File: config.mk
export PLATFORM = sky130hd
export DESIGN_NAME = io_uart_tx
export DESIGN_NICKNAME = d
export VERILOG_FILES = /design/src/rtl/io_pkg.sv /design/src/rtl/sync_fifo.sv /design/src/rtl/io_uart_tx.sv
export SDC_FILE = /design/constraint.sdc
export NUM_CORES = 1
export LEC_CHECK = 0
export CAP_MARGIN = 5
export CORE_MARGIN = 1.5
export CORE_UTILIZATION = 55
export CTS_CLUSTER_DIAMETER = 100
export CTS_CLUSTER_SIZE = 14
export DETAILED_ROUTE_END_ITERATION = 16
export PLACE_DENSITY = 0.72
export SETUP_SLACK_MARGIN = 0.3
export SLEW_MARGIN = 15
export SYNTH_ARGS = -nofsm -noshare
export SYNTH_HDL_FRONTEND = slang
export SYNTH_HIERARCHICAL = 1
export SYNTH_SLANG_ARGS = --single-unit
export TNS_END_PERCENT = 50
File: constraint.sdc
create_clock -name clk -period 4.3 [get_ports clk]
set_clock_uncertainty 0.15 [all_clocks]
set_input_delay 1.075 -clock clk [delete_from_list [all_inputs] [get_ports clk]]
set_output_delay 1.075 -clock clk [all_outputs]
set_load 0.005 [all_outputs]
File: src/rtl/io_pkg.sv
// io_pkg: shared types and constants for the core IO peripherals.
package io_pkg;
  typedef enum logic [2:0] {IDLE, START, DATA, PARITY, STOP} uart_state_t;
  localparam int UART_DATA_BITS = 8;
  localparam int WORD_BYTES = 4;
  localparam int IO_ADDR = 0;
endpackage

File: src/rtl/sync_fifo.sv
// sync_fifo: single-clock FIFO with first-word fall-through read data and an occupancy count.
module sync_fifo #(
  parameter int WIDTH = 32,
  parameter int DEPTH = 8
) (
  input  logic                     clk,
  input  logic                     reset,
  input  logic                     push,
  input  logic                     pop,
  input  logic [WIDTH-1:0]         din,
  output logic [WIDTH-1:0]         dout,
  output logic                     full,
  output logic                     empty,
  output logic [$clog2(DEPTH):0]   level
);
  localparam int AW = $clog2(DEPTH);
  localparam logic [AW:0] FULL_LVL = DEPTH[AW:0];
  logic [WIDTH-1:0] mem [DEPTH];
  logic [AW-1:0] wr_ptr, rd_ptr;
  always_ff @(posedge clk or negedge reset)
    if (!reset) begin
      wr_ptr <= '0;
      rd_ptr <= '0;
      level <= '0;
    end else begin
      if (push) wr_ptr <= wr_ptr + 1'b1;
      if (pop) rd_ptr <= rd_ptr + 1'b1;
      level <= level + {{AW{1'b0}}, push} - {{AW{1'b0}}, pop};
    end
  always_ff @(posedge clk)
    if (push) mem[wr_ptr] <= din;
  assign dout = mem[rd_ptr];
  assign full = level == FULL_LVL;
  assign empty = level == '0;
endmodule

File: src/rtl/io_uart_tx.sv
// io_uart_tx: buffers core output words and sends each as four LSB-first UART frames.
// Define IO_UART_PARITY_EN to add an even parity bit to every frame (8E1 instead of 8N1).
module io_uart_tx
  import io_pkg::*;
#(
  parameter int CLK_DIV = 16,
  parameter int FIFO_DEPTH = 8
) (
  input  logic                          clk,
  input  logic                          reset,
  input  logic [31:0]                   din,
  input  logic                          din_valid,
  output logic                          tx,
  output logic                          busy,
  output logic                          overflow,
  output logic [$clog2(FIFO_DEPTH):0]   fifo_level
);
  localparam logic [15:0] BAUD_MAX = 16'(CLK_DIV - 1);
  localparam logic [2:0] LAST_BIT = 3'(UART_DATA_BITS - 1);
  localparam logic [1:0] LAST_BYTE = 2'(WORD_BYTES - 1);
`ifdef IO_UART_PARITY_EN
  localparam uart_state_t AFTER_DATA = PARITY;
`else
  localparam uart_state_t AFTER_DATA = STOP;
`endif
  uart_state_t state, state_nx;
  logic [15:0] baud;
  logic [2:0] bit_cnt;
  logic [1:0] byte_idx;
  logic [31:0] shreg, shreg_nx, fifo_dout;
  logic full, empty, push, pop, bit_end, tx_nx, par_nx;
  assign push = din_valid && !full;
  assign pop = state == IDLE && !empty;
  assign bit_end = baud == BAUD_MAX;
  assign busy = state != IDLE || !empty;
  sync_fifo #(.WIDTH(32), .DEPTH(FIFO_DEPTH)) u_fifo (
    .clk(clk),
    .reset(reset),
    .push(push),
    .pop(pop),
    .din(din),
    .dout(fifo_dout),
    .full(full),
    .empty(empty),
    .level(fifo_level)
  );
  always_ff @(posedge clk or negedge reset)
    if (!reset) begin
      state <= IDLE;
      baud <= '0;
      bit_cnt <= '0;
      byte_idx <= '0;
      shreg <= '0;
      tx <= 1'b1;
      overflow <= 1'b0;
    end else begin
      state <= state_nx;
      baud <= (state_nx != state || bit_end || state == IDLE) ? '0 : baud + 1'b1;
      bit_cnt <= state_nx != state ? '0 : (state == DATA && bit_end) ? bit_cnt + 1'b1 : bit_cnt;
      byte_idx <= pop ? '0 : (state == STOP && state_nx == START) ? byte_idx + 1'b1 : byte_idx;
      shreg <= shreg_nx;
      tx <= tx_nx;
      overflow <= overflow | (din_valid & full);
    end
`ifdef IO_UART_PARITY_EN
  logic par;
  always_ff @(posedge clk or negedge reset)
    if (!reset) par <= 1'b0;
    else par <= par_nx;
  assign par_nx = state == START ? 1'b0 : (state == DATA && bit_end) ? par ^ shreg[0] : par;
`else
  assign par_nx = 1'b0;
`endif
  always_comb begin
    state_nx = state;
    case (state)
      IDLE:    state_nx = empty ? IDLE : START;
      START:   state_nx = bit_end ? DATA : START;
      DATA:    state_nx = (bit_end && bit_cnt == LAST_BIT) ? AFTER_DATA : DATA;
      PARITY:  state_nx = bit_end ? STOP : PARITY;
      STOP:    state_nx = !bit_end ? STOP : byte_idx == LAST_BYTE ? IDLE : START;
      default: state_nx = IDLE;
    endcase
  end
  // tx is computed from the next state so the registered line changes together with the state
  always_comb begin
    shreg_nx = pop ? fifo_dout : (state == DATA && bit_end) ? shreg >> 1 : shreg;
    tx_nx = state_nx == START ? 1'b0 :
            state_nx == DATA ? shreg_nx[0] :
            state_nx == PARITY ? par_nx : 1'b1;
  end
endmodule

==> flow_summary.toml, run 1 <==
[run_status]
outcome = "completed"

[critical_path]
worstRegToRegCells = 6
worst_ep_required_time_ns = 3.07
crit_path_end_kind = "primary output"
cpPeakStageDelay_ns = 0.52
startpoint_type = "register"
worstReg2RegEnd = "bit_cnt[1]"
crit_type = "register to primary output"
cp_slowest_cell = "clkdlybuf4s50_1"
endpoint = "busy"
ff2ff_setup_slack_ns = 1.45
cp_max_fo = 3
cp_data_arrival_time_ns = 1.99
rr_startpoint = "baud[0]"
critical_path.cell_chain = "inv_1 -> ha_1 -> and3_1 -> nand3b_1 -> clkdlybuf4s50_1"
crit_path_start = "u_fifo/level[2]"

[clock_tree]
post_cts_resized = 0
post-cts-setup-buffers = 0
clkTransAtPathRegs_ns = 0.07
cts_tree = "yes"
cts.hold.buffers_added = 0
numClockSinks = 324
insertion_delay_ns = 0.52
root_buffer = "clkbuf_16"
htreeDepth = 1
cts_buffers = 27
cts_buffer_depth = 3

[flow_run]
drv_cap = 0

[grt]
antenna_found_initial = 1
grt_pass1_vias = 6416
grt-busiest-layer = "met2"
grt_use_met1_pct = 26.7
grtUsageTotal_pct = 19.2
grtUsageMet2_pct = 32.8
grt_util_met3_pct = 2.70
globalRouteOverflowTotal = 0
grt_pass1_wl_mm = 35.7
grt_start_max_net_pins = 71

[yosys]
yosys_warnings = 6
synth_cell_types = 40
synth_edf_count = 256
syn_area_um2 = 13000
syn_avg_cell_area_um2 = 19.2
postSynth.asyncResetShare_pct = 21.0
ys_seq_area_share_pct = 72.1
synth_flop_cell = "edfxtp_1"
syn_nets = 726
syn-instance-count = 678
synth_seq_cells = 324

[placement]
gp_congestion = 0.732
place_area_um2 = 13800
dpl.hpwl_mm = 13.1
portBuffers = 41
pre_cts_ws_ns = 0.941

[timing]
max_slew.worst_pin.slew_ns = 0.981
slew_headroom_pct = 34.6
hold_viol_final = 0
slew_violations = 0
setup_viol = 0
rsz0062_at_grt = "no"
post-route-period-util_pct = 74.8
finalWorstSetupSlack_ns = 1.09
max_freq_ghz = 0.311
period_minus_slack_ns = 3.21

[route]
route.detailed.drc = 0
dr.pass1.iters = 4
wl_mm = 22.3
route.detailed.vias_per_inst = 5.67
antenna_left = 0
drtIter0Drc = 482
routedWlPerCell_um = 20.8
dr_total_vias = 6062

[floorplanning]
die_y_um = 157
num_rows = 56
start_util_pct = 55.9
io-pin-count = 42
die_width_um = 157
coreArea_um2 = 23300
die-area_um2 = 24600

[cells_and_area]
fillers = 1622
utilization_pct = 62.5
layout.nets = 779
stdcell_area_um2 = 14600
areaGrowthSynthToFinish_pct = 11.9
drive_above_1_share_pct = 18.7

[pwr]
p_total_mw = 6.94
peakVddDrop_uv = 283
power.leakage_nw = 5.21
powerDensity_nw_per_um2 = 476

[worst_hold_path]
hold_path.class = "register to register"
worst max-delay path: cells and delay by family (launching register included):
family | cells | cell delay [ns]
adders and majority gates | 1 | 0.20
DFF | 1 | 0.35
and+or+nand+nor | 2 | 0.32
buffers and inverters | 2 | 0.60
kinds of logic after synthesis:
family	synth area share, %
DFF	72.1
and+or+nand+nor	4.25
muxes	17.3
adders and majority gates	1.31
xor gates and xnor gates	1.55
AOI/OAI and AO/OA	1.60
buffers and inverters	1.98
flip-flops by register name, indices dropped and copies added, names as in the netlist:
name / flops
bit_cnt: 3
shreg: 32
state: 3
u_fifo/mem: 256
tx: 1
overflow: 1
u_fifo/level: 4
u_fifo/wr_ptr: 3
baud: 16
u_fifo/rd_ptr: 3
byte_idx: 2
how the worst min path moves through the flow:
stage / slack, ns / depth (start not counted) / from / to
final: 0.32 / 1 / baud[0] / baud[0]
after global routing: 0.34 / 1 / baud[0] / baud[0]
after CTS: 0.32 / 1 / baud[0] / baud[0]
after detailed placement: 0.31 / 1 / baud[0] / baud[0]
after global placement: 0.29 / 1 / overflow / overflow
after floorplan: 0.28 / 1 / baud[0] / baud[0]
stage by stage:
step                setup TNS, ns  hold slack (ns)  std cells
finish                          0            0.321       1070
global route                    0            0.337       1069
CTS                             0            0.320       1069
detailed placement              0            0.314       1021
global placement                0            0.292       1021
floorplan                   -2.75            0.283        678
cell usage after synthesis, types with 2 or more instances:
cell type	instances	area, um2
mux2_4	2	30.0
mux2_2	34	383
or3_1	2	12.5
clkbuf_1	15	56.3
buf_6	6	67.6
nand2_1	44	165
and4_1	3	26.3
and2_1	3	18.8
buf_12	2	40.0
inv_1	9	33.8
o21ai_0	25	125
o21ai_1	7	35.0
mux4_2	44	991
xor2_1	14	123
nand2b_1	4	25.0
xnor2_1	9	78.8
dfrtp_1	67	1680
edfxtp_1	256	7690
buf_2	6	30.0
nand3_1	6	30.0
a21oi_1	2	10.0
and3_1	4	25.0
nor4_4	3	63.8
ha_1	12	150
mux4_1	20	526
buf_8	2	30.0
mux2i_1	32	320
a21o_1	2	15.0
nand3b_1	3	22.5
nor3_1	3	15.0
nand4_1	3	18.8
nor2_1	26	97.6
layout make-up:
cell class                      instances  area (um2)  area share [%]
Clock inverter                          1        16.3           0.112
Sequential cell                       324        9400            64.4
Clock buffer                           47         751            5.15
Inverter                                9        33.8           0.232
Antenna cell                            1        2.50          0.0172
Multi-Input combinational cell        314        3450            23.7
Timing Repair Buffer                   55         536            3.67
Tap cell                              319         399            2.74
cells in the final DEF, fill, tap and decap left out, types with 25 or more instances in the layout:
| cell type | Yosys | final |
|---|---|---|
| clkbuf_16 | 0 | 27 |
| o21ai_0 | 25 | 25 |
| mux2_2 | 34 | 34 |
| dfrtp_1 | 67 | 65 |
| mux2i_1 | 32 | 32 |
| nand2_1 | 44 | 44 |
| mux4_2 | 44 | 44 |
| edfxtp_1 | 256 | 256 |
| clkdlybuf4s50_1 | 0 | 40 |
report_power, final:
| part | leakage [nW] | switching, mW | internal, mW |
|---|---|---|---|
| clock | 0.363 | 1.00 | 1.18 |
| combinational | 1.68 | 0.471 | 0.329 |
| sequential | 3.16 | 0.125 | 3.83 |
| total | 5.21 | 1.60 | 5.35 |
routing by layer:
layer  up-vias  share of wire, %
li1       2772                 -
met1      3140                44
met2       129                50
met3        21               4.6
met4         0               1.1
met5         -                 0
Note: power is estimated with default switching activity, not from simulation.
==> run 2: changes to the inputs <==
--- a/config.mk
+++ b/config.mk
@@ -7,11 +7,11 @@
 export LEC_CHECK = 0
 export CAP_MARGIN = 5
 export CORE_MARGIN = 1.5
-export CORE_UTILIZATION = 55
+export CORE_UTILIZATION = 61
 export CTS_CLUSTER_DIAMETER = 100
 export CTS_CLUSTER_SIZE = 14
 export DETAILED_ROUTE_END_ITERATION = 16
-export PLACE_DENSITY = 0.72
+export PLACE_DENSITY = 0.76
 export SETUP_SLACK_MARGIN = 0.3
 export SLEW_MARGIN = 15
 export SYNTH_ARGS = -nofsm -noshare
==> constraint.sdc (replaced) <==
create_clock -name clk -period 3.1 [get_ports clk]
set_clock_uncertainty 0.15 [all_clocks]
set_input_delay 0.775 -clock clk [delete_from_list [all_inputs] [get_ports clk]]
set_output_delay 0.775 -clock clk [all_outputs]
set_load 0.005 [all_outputs]
==> run 2 against run 1 <==
Compared with the run above:
- die area shrank 9.7%
- sequential share of layout area shrank 0.54 points
- combinational power grew 46%
- via count grew 2.5%
- register-to-register slack lost 0.89 ns
- count of clock-buffer cells in the layout is the same
- total power grew 41%
- clock power grew 42%
- sequential cell count is the same
- utilization grew 7.5 points
- sequential power grew 39%
==> flow_summary.toml, run 2 (synthesized netlist as in run 1, its figures left out) <==
[run_status]
outcome = "completed"

[floorplanning]
die-area_um2 = 22300
io-pin-count = 42
die_width_um = 149
die_y_um = 149
num_rows = 53
coreArea_um2 = 21000
start_util_pct = 62.0

[cells_and_area]
drive_above_1_share_pct = 19.9
largest_reg_flops = 256
largest-register = "u_fifo/mem"
layout_common_cells = "edfxtp_1 (256), dfrtp_1 (65), nand2_1 (44), mux4_2 (44), clkdlybuf4s50_1 (39)"
layout.nets = 787
areaGrowthSynthToFinish_pct = 12.9
fillers = 1286
multi_input_area_um2 = 3470
reg_top3 = "u_fifo/mem x256, shreg x32, baud x16"
stdcell_count = 1034
regArea_um2 = 9400
layout.cells.most_common = "edfxtp_1"
antenna_cells = 0

[clock_tree]
clkTransAtPathRegs_ns = 0.07
numClockSinks = 324
htreeDepth = 1
cts.hold.buffers_added = 0
insertion_delay_ns = 0.55
cts_tree = "yes"
cts_buffers = 27
cts_buffer_depth = 3
root_buffer = "clkbuf_16"

[critical_path]
cp_max_fo = 3
crit_path_end_kind = "primary output"
crit_type = "register to primary output"
cpPeakStageDelay_ns = 0.39
crit_buf_inv = 2
critical_path.cell_chain = "inv_2 -> ha_1 -> and3_4 -> nand3b_1 -> dlygate4sd2_1"
critical_path.top_delay_family = "flip-flops"
worst_ep_required_time_ns = 2.17
cp_slowest_cell = "dfrtp_1"
startpoint_type = "register"
cp_data_arrival_time_ns = 1.74

[route]
wl_mm = 22.5
dr_total_vias = 6212
route.detailed.drc = 0
antenna_left = 0
drtIter0Drc = 381
dr.pass1.iters = 5
route.detailed.vias_per_inst = 6.01
routedWlPerCell_um = 21.7

[placement]
gp_congestion = 0.782
pre_cts_ws_ns = 0.236
dp.cells = 983
portBuffers = 41
dpl.hpwl_mm = 13.0

[timing]
slew_violations = 0
hold_viol_final = 0
rsz0062_at_grt = "no"
period_minus_slack_ns = 2.67
finalWorstSetupSlack_ns = 0.431
post-route-period-util_pct = 86.1
max_freq_ghz = 0.375
max_slew.worst_pin.slew_ns = 0.952
slew_headroom_pct = 36.5
setup_viol = 0

[flow_run]
drv_cap = 0

[grt]
grt_pass1_wl_mm = 36.2
grt_start_max_net_pins = 71
grtUsageTotal_pct = 21.6
grt_pass1_vias = 6700
globalRouteOverflowTotal = 0
antenna_found_initial = 1

[pwr]
power_switching_mw = 2.28
swShare_pct = 23.4
powerDensity_nw_per_um2 = 664
p_total_mw = 9.76
pwr-share-comb_pct = 12.0
p_clk_share_pct = 31.7
power.leakage_nw = 5.28
seq_power_share_pct = 56.3
power.internal_mw = 7.48
peakVddDrop_uv = 642

[worst_hold_path]
hold_path.class = "primary input to asynchronous set/reset pin"
run 2: changes by cell type in the layout (fill, tap and decap cells not counted), sizes merged:
| cell | delta |
|---|---|
| dlygate4sd2 | +1 |
| buf | +8 |
| inv | +1 |
| clkdlybuf4s50 | -1 |
| diode | -1 |
run 2: routing by layer:
layer	share of wire [%]	track usage (%)	routed length [um]	vias to the layer above
met1	41	29.0	9300	3220
met5	0.058	0	13	-
met4	2.4	5.89	550	2
met2	52	37.0	11700	146
met3	4.1	3.52	930	47
li1	-	-	-	2797
run 2: what timing repair did:
action,CTS,global route
gates resized for setup,3,1
hold endpoints to repair,0,0
endpoints found under the setup margin,6,1
pin swaps,0,0
setup buffers,2,0
run 2: worst register-to-register path, cell delays in order (launching register included):
cell     delay, ns
dfrtp_1       0.38
ha_1          0.20
and3_1        0.31
nand4_4       0.19
or3_4         0.59
buf_4         0.30
mux2i_1       0.19
o21ai_0       0.10
run 2: worst paths after layout:
check / slack [ns] / cells past startpoint / endpoint / from
hold / removal: 0.22 / 1 / shreg[31] / reset
setup / recovery: 0.43 / 5 / busy / u_fifo/level[2]
hold reg to reg: 0.30 / 1 / overflow / overflow
max in group asynchronous: 1.72 / 2 / tx / reset
setup reg to reg: 0.56 / 7 / shreg[17] / baud[0]
min in group clk: 0.30 / 1 / overflow / overflow
run 2: power by group through the flow:
stage | clock network (mW) | registers, mW | logic (mW)
6_report | 3.10 | 5.49 | 1.17
5_1_grt | 3.33 | 5.54 | 1.29
4_1_cts | 3.17 | 5.50 | 1.20
3_5_place_dp | 0 | 5.59 | 1.18
3_3_place_gp | 0 | 5.54 | 1.13
2_1_floorplan | 0 | 5.54 | 0.605
run 2: through the flow:
step	setup TNS (ns)	utilization [%]	hold slack, ns	area (um2)
after global routing	0	70.0	0.282	14700
after global placement	0	66.1	0.289	13900
after floorplan	-24.96	-	0.283	13000
final	0	70.0	0.225	14700
after CTS	0	70.0	0.233	14700
after detailed placement	0	66.1	0.294	13900
run 2: cell type report:
class | count | share of cell area (%)
Clock inverter | 2 | 0.247
Sequential cell | 324 | 63.9
Timing Repair Buffer | 63 | 4.64
Inverter | 9 | 0.230
Clock buffer | 47 | 5.10
Multi-Input combinational cell | 314 | 23.6
Tap cell | 275 | 2.34
==> run 3: changes to the inputs <==
--- a/config.mk
+++ b/config.mk
@@ -7,11 +7,13 @@
 export LEC_CHECK = 0
 export CAP_MARGIN = 5
 export CORE_MARGIN = 1.5
-export CORE_UTILIZATION = 61
+export CORE_UTILIZATION = 63
 export CTS_CLUSTER_DIAMETER = 100
 export CTS_CLUSTER_SIZE = 14
 export DETAILED_ROUTE_END_ITERATION = 16
+export DONT_BUFFER_PORTS = 1
 export PLACE_DENSITY = 0.76
+export REMOVE_ABC_BUFFERS = 1
 export SETUP_SLACK_MARGIN = 0.3
 export SLEW_MARGIN = 15
 export SYNTH_ARGS = -nofsm -noshare
==> run 3 against run 2 <==
Compared with the run above:
- final area down 3.0%
- fmax up 3.0%
- combinational power down 13%
- critical path depth up 2
- largest power group unchanged
==> flow_summary.toml, run 3 (synthesized netlist as in run 1, its figures left out) <==
[run_status]
outcome = "completed"

[cells_and_area]
largest_reg_flops = 256
areaGrowthSynthToFinish_pct = 9.47
antenna_cells = 0
drive_above_1_share_pct = 19.9
stdcell_area_um2 = 14300
stdcell_count = 983
utilization_pct = 70.5
layout_common_cells = "edfxtp_1 (256), dfrtp_1 (65), nand2_1 (44), mux4_2 (44), mux2_2 (34)"
layout.nets = 741
layout.cells.most_common = "edfxtp_1"
largest-register = "u_fifo/mem"
reg_top3 = "u_fifo/mem x256, shreg x32, baud x16"

[grt]
grt_pass1_wl_mm = 36.5
grt_start_max_net_pins = 71
antenna_found_initial = 0
grt_pass1_vias = 6676
grtUsageTotal_pct = 22.0
globalRouteOverflowTotal = 0

[pwr]
power.internal_mw = 7.37
swShare_pct = 22.9
peakVddDrop_uv = 538
power_switching_mw = 2.19
p_clk_share_pct = 31.8
p_total_mw = 9.56
pwr-share-comb_pct = 10.7
seq_power_share_pct = 57.6
power.leakage_nw = 5.10
powerDensity_nw_per_um2 = 670

[clock_tree]
root_buffer = "clkbuf_16"
numClockSinks = 324
cts_tree = "yes"
htreeDepth = 1
cts_buffers = 27
cts_buffer_depth = 3
clkTransAtPathRegs_ns = 0.07
post-cts-setup-buffers = 0
insertion_delay_ns = 0.53

[timing]
slew_violations = 0
post-route-period-util_pct = 83.6
max_slew.worst_pin.slew_ns = 0.678
period_minus_slack_ns = 2.59
max_freq_ghz = 0.386
finalWorstSetupSlack_ns = 0.508
setup_viol = 0
hold_slack_ns = 0.189
rsz0062_at_grt = "no"
slew_headroom_pct = 54.8
tns_ns = 0
hold_viol_final = 0

[critical_path]
cp_max_fo = 32
crit_path_end_kind = "register"
worst_ep_required_time_ns = 3.31
worstReg2RegEnd = "shreg[21]"
ff2ff_setup_slack_ns = 0.51
critical_path.cell_chain = "ha_1 -> and3_1 -> nand4_4 -> or3_2 -> buf_6 -> mux2i_1 -> o21ai_0"
worstRegToRegCells = 7
cpPeakStageDelay_ns = 0.58
crit_buf_inv = 1
startpoint_type = "register"
cp_slowest_cell = "or3_2"
crit_type = "register to register"
path_depth = 7
critical_path.top_delay_family = "simple AND/OR/NAND/NOR gates"
rr_startpoint = "baud[0]"
cp_data_arrival_time_ns = 2.80

[floorplanning]
coreArea_um2 = 20200
die_width_um = 147
io-pin-count = 42
die_y_um = 147
num_rows = 52
start_util_pct = 64.4
die-area_um2 = 21600

[placement]
dp.cells = 932
portBuffers = 0
gp_congestion = 0.814
pre_cts_ws_ns = 0.432
dpl.hpwl_mm = 12.6
place_area_um2 = 13500

[route]
drtIter0Drc = 451
wl_mm = 22.5
dr_total_vias = 6107
routedWlPerCell_um = 22.9
dr.pass1.iters = 4
antenna_left = 0
route.detailed.vias_per_inst = 6.21
route.detailed.drc = 0

[worst_hold_path]
worstHoldStart = "din[29]"
hold_path.class = "primary input to register"
hold_end = "u_fifo/mem[5][29]"
min_path_cells = 0

[flow_run]
drv_cap = 0
==> run 3: routing by layer <==
| metal | track usage (%) | vias to the layer above | share of wire, % | wire length [um] |
|---|---|---|---|---|
| met5 | 0 | - | 0 | 0 |
| met4 | 6.11 | 0 | 2.0 | 453 |
| met3 | 2.80 | 38 | 4.7 | 1050 |
| met2 | 39.4 | 150 | 53 | 12000 |
| met1 | 28.7 | 3227 | 40 | 8970 |
| li1 | - | 2692 | - | - |
==> run 3: worst max-delay path by stage <==
| stage | from | to | slack (ns) |
|---|---|---|---|
| 3_3_place_gp | din_valid | u_fifo/mem[2][26] | 0.61 |
| 3_5_place_dp | baud[0] | shreg[21] | 0.43 |
| 2_1_floorplan | u_fifo/level[2] | u_fifo/level[2] | -3.90 |
| 5_1_grt | baud[0] | shreg[21] | 0.35 |
| 6_report | baud[0] | shreg[21] | 0.51 |
| 4_1_cts | u_fifo/level[2] | u_fifo/mem[0][10] | 0.40 |
==> run 3: worst reg2reg max path, stage by stage, from the launching register on <==
cell and delay (ns):
dfrtp_1 0.38, ha_1 0.20, and3_1 0.30, nand4_4 0.20
or3_2 0.58, buf_6 0.27, mux2i_1 0.25, o21ai_0 0.11
==> run 3: layout make-up <==
type / instances / area, um2
fillers: 1204 / 5970
clock inverters: 1 / 16.3
multi-input cells: 314 / 3450
repair buffers: 17 / 279
flip-flops and latches: 324 / 9400
inverters: 9 / 33.8
clock buffers: 48 / 754
well taps: 270 / 338
==> run 3: power by group through the flow <==
| stage | Clock, mW | Sequential [mW] | Combinational [mW] |
|---|---|---|---|
| floorplan | 0 | 5.54 | 0.601 |
| global placement | 0 | 5.54 | 0.945 |
| detailed placement | 0 | 5.59 | 0.999 |
| CTS | 3.11 | 5.51 | 1.03 |
| global route | 3.27 | 5.55 | 1.10 |
| finish | 3.04 | 5.50 | 1.02 |
==> run 3: repair_timing <==
action,4_1_cts,5_1_grt
hold buffers,2,0
hold endpoints to repair,68,0
resized for setup,0,2
setup endpoints to repair,0,67
